## config.mk

```make
export PLATFORM = sky130hd
export DESIGN_NAME = rv32i_alu_arbiter
export DESIGN_NICKNAME = d
export VERILOG_FILES = /design/src/rtl/rv32i_alu_arbiter.sv
export SDC_FILE = /design/constraint.sdc
export NUM_CORES = 1
export LEC_CHECK = 0
export CORE_AREA = 2 2 111 113
export DETAILED_ROUTE_END_ITERATION = 7
export DIE_AREA = 0 0 113 115
export PLACE_DENSITY = 0.9
export RECOVER_POWER = 100
export SYNTH_ARGS = -nofsm -noshare
export SYNTH_HDL_FRONTEND = slang
export SYNTH_SLANG_ARGS = --single-unit
```

## constraint.sdc

```tcl
create_clock -name I_CLK -period 2.67 [get_ports I_CLK]
set_input_delay 0.801 -clock I_CLK [delete_from_list [all_inputs] [get_ports I_CLK]]
set_output_delay 0.801 -clock I_CLK [all_outputs]
set_load 0.05 [all_outputs]
```

## src/rtl/rv32i_alu_arbiter.sv

```systemverilog
// Purpose  : shares one combinational RV32I ALU between req0 (execute) and req1 (aux), RR or fixed priority.
// Latency  : operation accepted in cycle N -> registered result/flags on O_RSPx_* in cycle N+1.
// Backpress: one-entry response buffer; no request is accepted while it is full and not draining.
module rv32i_alu_arbiter #(
    parameter int PRIO_MODE = 0,
    parameter int MAX_WAIT  = 4
) (
    input  logic        I_CLK,
    input  logic        I_RSTN,
    input  logic        I_REQ0_VALID,
    output logic        O_REQ0_READY,
    input  logic [31:0] I_REQ0_OP_A,
    input  logic [31:0] I_REQ0_OP_B,
    input  logic [2:0]  I_REQ0_OP_TYPE,
    input  logic        I_REQ1_VALID,
    output logic        O_REQ1_READY,
    input  logic [31:0] I_REQ1_OP_A,
    input  logic [31:0] I_REQ1_OP_B,
    input  logic [2:0]  I_REQ1_OP_TYPE,
    output logic [31:0] O_ALU_OP_A,
    output logic [31:0] O_ALU_OP_B,
    output logic [2:0]  O_ALU_OP_TYPE,
    input  logic [31:0] I_ALU_RESULT,
    input  logic [3:0]  I_ALU_NZCV,
    output logic        O_RSP0_VALID,
    output logic        O_RSP1_VALID,
    input  logic        I_RSP0_READY,
    input  logic        I_RSP1_READY,
    output logic [31:0] O_RSP_RESULT,
    output logic [3:0]  O_RSP_NZCV
);

    // Starvation limit for req1 in fixed-priority mode, sized to the 4-bit wait counter.
    localparam logic [3:0] WAIT_LIM = 4'(MAX_WAIT);

    // Response buffer (the EMPTY/FULL bit is rsp_vld) plus arbitration history.
    logic        rsp_vld_q, rsp_vld_d;
    logic        rsp_id_q, rsp_id_d;
    logic [31:0] rsp_res_q, rsp_res_d;
    logic [3:0]  rsp_nzcv_q, rsp_nzcv_d;
    logic        lg_q, lg_d;
    logic [3:0]  wc_q, wc_d;

    logic        rsp_drain;
    logic        can_grant;
    logic        gnt0;
    logic        gnt1;
    logic        any_gnt;

    // Grant decision: a slot exists only if the buffer is empty or its owner is consuming it.
    always_comb begin
        rsp_drain = rsp_vld_q & (rsp_id_q ? I_RSP1_READY : I_RSP0_READY);
        can_grant = ~rsp_vld_q | rsp_drain;
        gnt0      = 1'b0;
        gnt1      = 1'b0;
        if (I_RSTN && can_grant) begin
            if (I_REQ0_VALID && I_REQ1_VALID) begin
                if (PRIO_MODE == 0) begin
                    // Alternate away from whoever won last.
                    gnt0 = lg_q;
                    gnt1 = ~lg_q;
                end else begin
                    // req0 wins ties until req1 has waited long enough.
                    gnt1 = (wc_q == WAIT_LIM);
                    gnt0 = (wc_q != WAIT_LIM);
                end
            end else begin
                gnt0 = I_REQ0_VALID;
                gnt1 = I_REQ1_VALID;
            end
        end
        any_gnt = gnt0 | gnt1;
    end

    // Next-state for buffer, last-grant pointer and req1 wait counter.
    always_comb begin
        rsp_vld_d  = rsp_vld_q & ~rsp_drain;
        rsp_id_d   = rsp_id_q;
        rsp_res_d  = rsp_res_q;
        rsp_nzcv_d = rsp_nzcv_q;
        lg_d       = lg_q;
        wc_d       = wc_q;
        // A new grant overwrites the slot; together with a drain this gives back-to-back responses.
        if (any_gnt) begin
            rsp_vld_d  = 1'b1;
            rsp_id_d   = gnt1;
            rsp_res_d  = I_ALU_RESULT;
            rsp_nzcv_d = I_ALU_NZCV;
            lg_d       = gnt1;
        end
        // Any cycle req1 is waiting and not served counts, even when no slot was available.
        if (!I_REQ1_VALID || gnt1) begin
            wc_d = 4'd0;
        end else if (wc_q < WAIT_LIM) begin
            wc_d = wc_q + 4'd1;
        end
    end

    // State registers with synchronous active-low reset; a pending response is dropped.
    always_ff @(posedge I_CLK) begin
        if (!I_RSTN) begin
            rsp_vld_q  <= 1'b0;
            rsp_id_q   <= 1'b0;
            rsp_res_q  <= 32'd0;
            rsp_nzcv_q <= 4'd0;
            lg_q       <= 1'b1;
            wc_q       <= 4'd0;
        end else begin
            rsp_vld_q  <= rsp_vld_d;
            rsp_id_q   <= rsp_id_d;
            rsp_res_q  <= rsp_res_d;
            rsp_nzcv_q <= rsp_nzcv_d;
            lg_q       <= lg_d;
            wc_q       <= wc_d;
        end
    end

    // Output drive: ALU sees only the granted requester; everything reads zero during reset.
    always_comb begin
        O_REQ0_READY  = gnt0;
        O_REQ1_READY  = gnt1;
        O_ALU_OP_A    = 32'd0;
        O_ALU_OP_B    = 32'd0;
        O_ALU_OP_TYPE = 3'd0;
        if (gnt0) begin
            O_ALU_OP_A    = I_REQ0_OP_A;
            O_ALU_OP_B    = I_REQ0_OP_B;
            O_ALU_OP_TYPE = I_REQ0_OP_TYPE;
        end else if (gnt1) begin
            O_ALU_OP_A    = I_REQ1_OP_A;
            O_ALU_OP_B    = I_REQ1_OP_B;
            O_ALU_OP_TYPE = I_REQ1_OP_TYPE;
        end
        O_RSP0_VALID = I_RSTN & rsp_vld_q & ~rsp_id_q;
        O_RSP1_VALID = I_RSTN & rsp_vld_q & rsp_id_q;
        O_RSP_RESULT = I_RSTN ? rsp_res_q : 32'd0;
        O_RSP_NZCV   = I_RSTN ? rsp_nzcv_q : 4'd0;
    end

endmodule

```

* Word level (Yosys, flattened, before mapping) *
Index checks and enable logic that the tools add are counted.

word-level totals
  bits in registers = 39
  bits in latches = 0
  bits in writable memories = 0
  bits in read-only memories = 0
  output and inout bits = 107
  word-level logic and storage cells = 32
  memories = 0

cells by class
  add/sub/neg operators = 0
  $mul = 0
  divide/modulo/power cells = 0
  $lt $le $gt $ge = 0
  eq/ne operators = 0
  shifts and indexed selects = 0
  multiplexer cells = 14
  bitwise gates (word level) = 11
  reductions and logical operators = 2

operators with widths
  cell                count
  32-bit two-way mux  5
  1-bit two-way mux   6
  3-bit two-way mux   2
  1-bit bitwise AND   5
  4-bit two-way mux   1
  1-bit inverter      4
  1-bit logical AND   2
  1-bit OR            2

* Logic depth before layout (Yosys ltp) *
  depth after elaboration = 7
  mapped depth = 6

* Worst setup path after synthesis *
Ideal clock, no wire load.

  path kind = input-to-output
  start = input I_REQ0_VALID
  end = output O_REQ0_READY
  data arrival time = 2418 ps
  path slack = -549 ps
  cell stages on the path = 4
  cells stage by stage = buf_2 > inv_2 > clkbuf_1 > a211oi_1

between the ends
  word-level cells in the longest chain between the ends = 3

ends and longest elaborated chain
  element                line  text
  from (decl)            10    input logic I_REQ0_VALID,
  1-bit logical AND      57    if (I_REQ0_VALID && I_REQ1_VALID) begin
  1-bit two-way mux (*)  57
  1-bit two-way mux (*)  56    if (I_RSTN && can_grant) begin
  to (decl)              11    output logic O_REQ0_READY,

Mark *: on every way between the ends. The rest lies on a longest branch, timed or not.

* Final worst setup path *
  start = input I_RSP0_READY
  end = output O_ALU_OP_A[21]

between the ends
  word-level cells in the longest chain between the ends = 7

ends and longest elaborated chain
  element                 line  text
  from (decl)             27    input logic I_RSP0_READY,
  1-bit two-way mux (*)   52    rsp_drain = rsp_vld_q & (rsp_id_q ? I_RSP1_READY : I_RSP0_READY);
  1-bit bitwise AND (*)   52
  1-bit OR (*)            53    can_grant = ~rsp_vld_q | rsp_drain;
  1-bit logical AND (*)   56
  1-bit two-way mux       56
  32-bit two-way mux      129   end else if (gnt1) begin
  32-bit two-way mux (*)  125   if (gnt0) begin
  to (decl)               20    output logic [31:0] O_ALU_OP_A,

Marked as above.

==> results_dict.tcl <==
set metrics [dict create \
    path_clk_slew_ns 0.06 \
    slowest_delay_ns 0.28 \
    cts_htree_levels 2 \
    synth_top_cell_area_share 0.258 \
    n_fill_cell 766 \
    drt-vias-per-instance 6.13 \
    gr-total-overflow 0 \
    tns_ns -7.00 \
    cts_hold_buf 0 \
    dieWidth_um 113 \
    worst_slack_ns -0.138 \
    wl_um 20000 \
    drt_iter0_drc 540 \
    slew_viol_final 0 \
    drive_gt1_frac 0.319 \
    synth_area_um2 3900 \
    synthMuxAreaShare 0.00963 \
    core_area_um2 11800 \
    ant_nets 0 \
    clk_latency_ns 0.29 \
    clock-sinks 39 \
    track_usage 0.290 \
    maxSlewHeadroom 0.460 \
    cts_buffers 5 \
    cp.arrival_ns 2.01 \
    dp_cells 918 \
    vdd_drop_max_uv 240 \
    die_y_um 115 \
    layout_min_cycle_time_ns 2.81 \
    required_ns 1.87 \
    tightest_slew_ns 0.811 \
    rsz0062_at_grt "true" \
    powerDensity_nw_per_um2 357 \
    hpwl_um 13500 \
    vias 5740 \
    start_util 0.330 \
    syn_area_per_cell_um2 7.33 \
    grt_max_degree 78 \
    dr.pass1.iters 7 \
    critPathKind "primary input to output port" \
    yosysWarnings 0 \
    yosys.area_share.simple 0.164 \
    crit_chain "buf_6 -> mux2_4 -> o21ai_4 -> buf_12 -> buf_12 -> buf_12 -> a21oi_4 -> buf_6" \
    dieArea_um2 13000 \
    p_leak_nw 3.12 \
    slowest_stage "mux2_4" \
    synth_cells 532 \
    synth_edf_count 0 \
    synth_nets 708 \
    wl_per_cell_um 21.4 \
    drc 12 \
    fin_worst_skew_ns 0.00622 \
    grt_pass1_vias 5863 \
    ios 283 \
    ys_seq_area_frac 0.200 \
    crit_top_cell "buf_12" \
    r2r_setup_slack_ns 0.98 \
    max_freq_ghz 0.356 \
    fin_nets 963 \
    synth_top_family_by_area "compound AO/OA/AOI/OAI gates" \
    placed_cell_area_um2 8210 \
    cts_root_buf "clkbuf_16" \
    hold_class "register to register" \
    grt_antenna_before_repair 2 \
    place_ws_ns -0.542 \
    synth-xor-area-share 0 \
    setup_viol 69 \
    grt_pass1_wl_um 30600 \
    fin_crit_sh 1.05 \
    maxCapViolCount 0 \
    whs_ns 0.608 \
    numPortBuffers 282 \
    clockBufferDepth 2 \
    violations "design-rule violations, negative setup slack" \
    hold_viol 0 \
    async_reset_ff_frac 0 \
    synth_area_leaders "o211ai_1 26%, dfxtp_1 20%, a221o_1 9.2%, a21oi_1 8.6%, a211oi_1 7.5%" \
    cts_tree "yes" \
    place_congestion 0.985 \
    synth_compound_area_frac 0.524 \
    stdcell_count 937 \
    netlist.top_cell.by_area "o211ai_1" \
    status "finished, violations left" \
    crit_path_max_fanout 7 \
    synthAdderAreaFrac 0 \
    std_cell_rows 40 \
    synth_cell_types 28 \
    ys_ff_latch 39 \
    final_area_um2 8750 \
    ys.flop_type "dfxtp_1" \
    critPathCaptureType "output port" \
    area_growth_pct 124 \
    cp-start-kind "primary input" \
]
==> registers in the layout (all words and copies together), names as in the netlist <==
name,flops
rsp_nzcv_q,4
rsp_vld_q,1
lg_q,1
rsp_res_q,32
rsp_id_q,1
==> power breakdown <==
| part | switching (W) | total, W | leakage [nW] | internal, W |
|---|---|---|---|---|
| combinational | 0.00103 | 0.00188 | 2.73 | 0.000841 |
| sequential | 0.0000216 | 0.000654 | 0.323 | 0.000632 |
| clock | 0.000249 | 0.000593 | 0.0658 | 0.000344 |
==> critical path: cells and delay by family <==
| kind | cells | cell delay, ns |
|---|---|---|
| buffers and inverters | 5 | 0.72 |
| muxes | 1 | 0.28 |
| AOI/OAI and AO/OA | 2 | 0.19 |
==> per-stage QoR <==
stage                     power (W)   util
after global placement      0.00237  0.695
final                       0.00312  0.741
after detailed placement    0.00242  0.695
after floorplan             0.00166      -
after CTS                   0.00311  0.739
after global routing        0.00324  0.741
==> cell usage after synthesis, types with 2 or more instances <==
cell      instances
a211oi_1         39
a21oi_1          67
a221o_1          36
and2_1           37
and3_1           37
buf_2            26
buf_4             5
clkbuf_1         54
dfxtp_1          39
inv_2             2
nand2_1          38
nor2_1            2
o211ai_1        134
o21ai_0           2
==> cells in the final DEF (no fill, tap or decap), types with 5 or more instances in the layout <==
master	instances
clkdlybuf4s50_1	170
o211ai_1	134
buf_12	69
a21oi_4	67
buf_6	56
nand2_1	38
and2_1	37
and3_1	37
a211oi_1	37
dfxtp_1	37
a221o_1	36
buf_4	25
buf_8	9
clkbuf_16	5
==> kinds of logic after synthesis <==
family,after synthesis
compound gates,282
buf+inv,91
mux,2
flops,39
simple gates,118
==> cell type report <==
type                    instances  area, um2  share of cell area
flip-flops and latches         39        783              0.0895
repair buffers                335       4110               0.470
multi-input cells             402       3500               0.400
diodes                          2       5.00            0.000572
well taps                     147        184              0.0210
clock buffers                   5        125              0.0143
inverters                       4       15.0             0.00172
clock inverters                 3       20.0             0.00229
==> per-layer routing <==
| metal | wire (um) | GRT usage | vias up |
|---|---|---|---|
| met1 | 7580 | 0.330 | 2769 |
| met5 | 0 | 0 | - |
| met3 | 1160 | 0.0543 | 77 |
| met4 | 1090 | 0.158 | 0 |
| li1 | - | - | 2633 |
| met2 | 10200 | 0.514 | 261 |
==> what timing repair did <==
item,in CTS,in global routing
gates resized for setup,79,5
cloned,2,0
buffers inserted,6,1
pin swaps,2,1
endpoints found under the setup margin,69,69
==> worst paths after layout <==
| path | endpoint | start | cells after the start |
|---|---|---|---|
| worst max-delay path | O_ALU_OP_A[21] | I_RSP0_READY | 8 |
| worst min-delay path | rsp_res_q[12] | rsp_res_q[12] | 2 |
| worst max register to register | rsp_res_q[14] | rsp_id_q | 5 |
| worst min register to register | rsp_res_q[12] | rsp_res_q[12] | 2 |
Note: power is estimated with default switching activity, not from simulation.
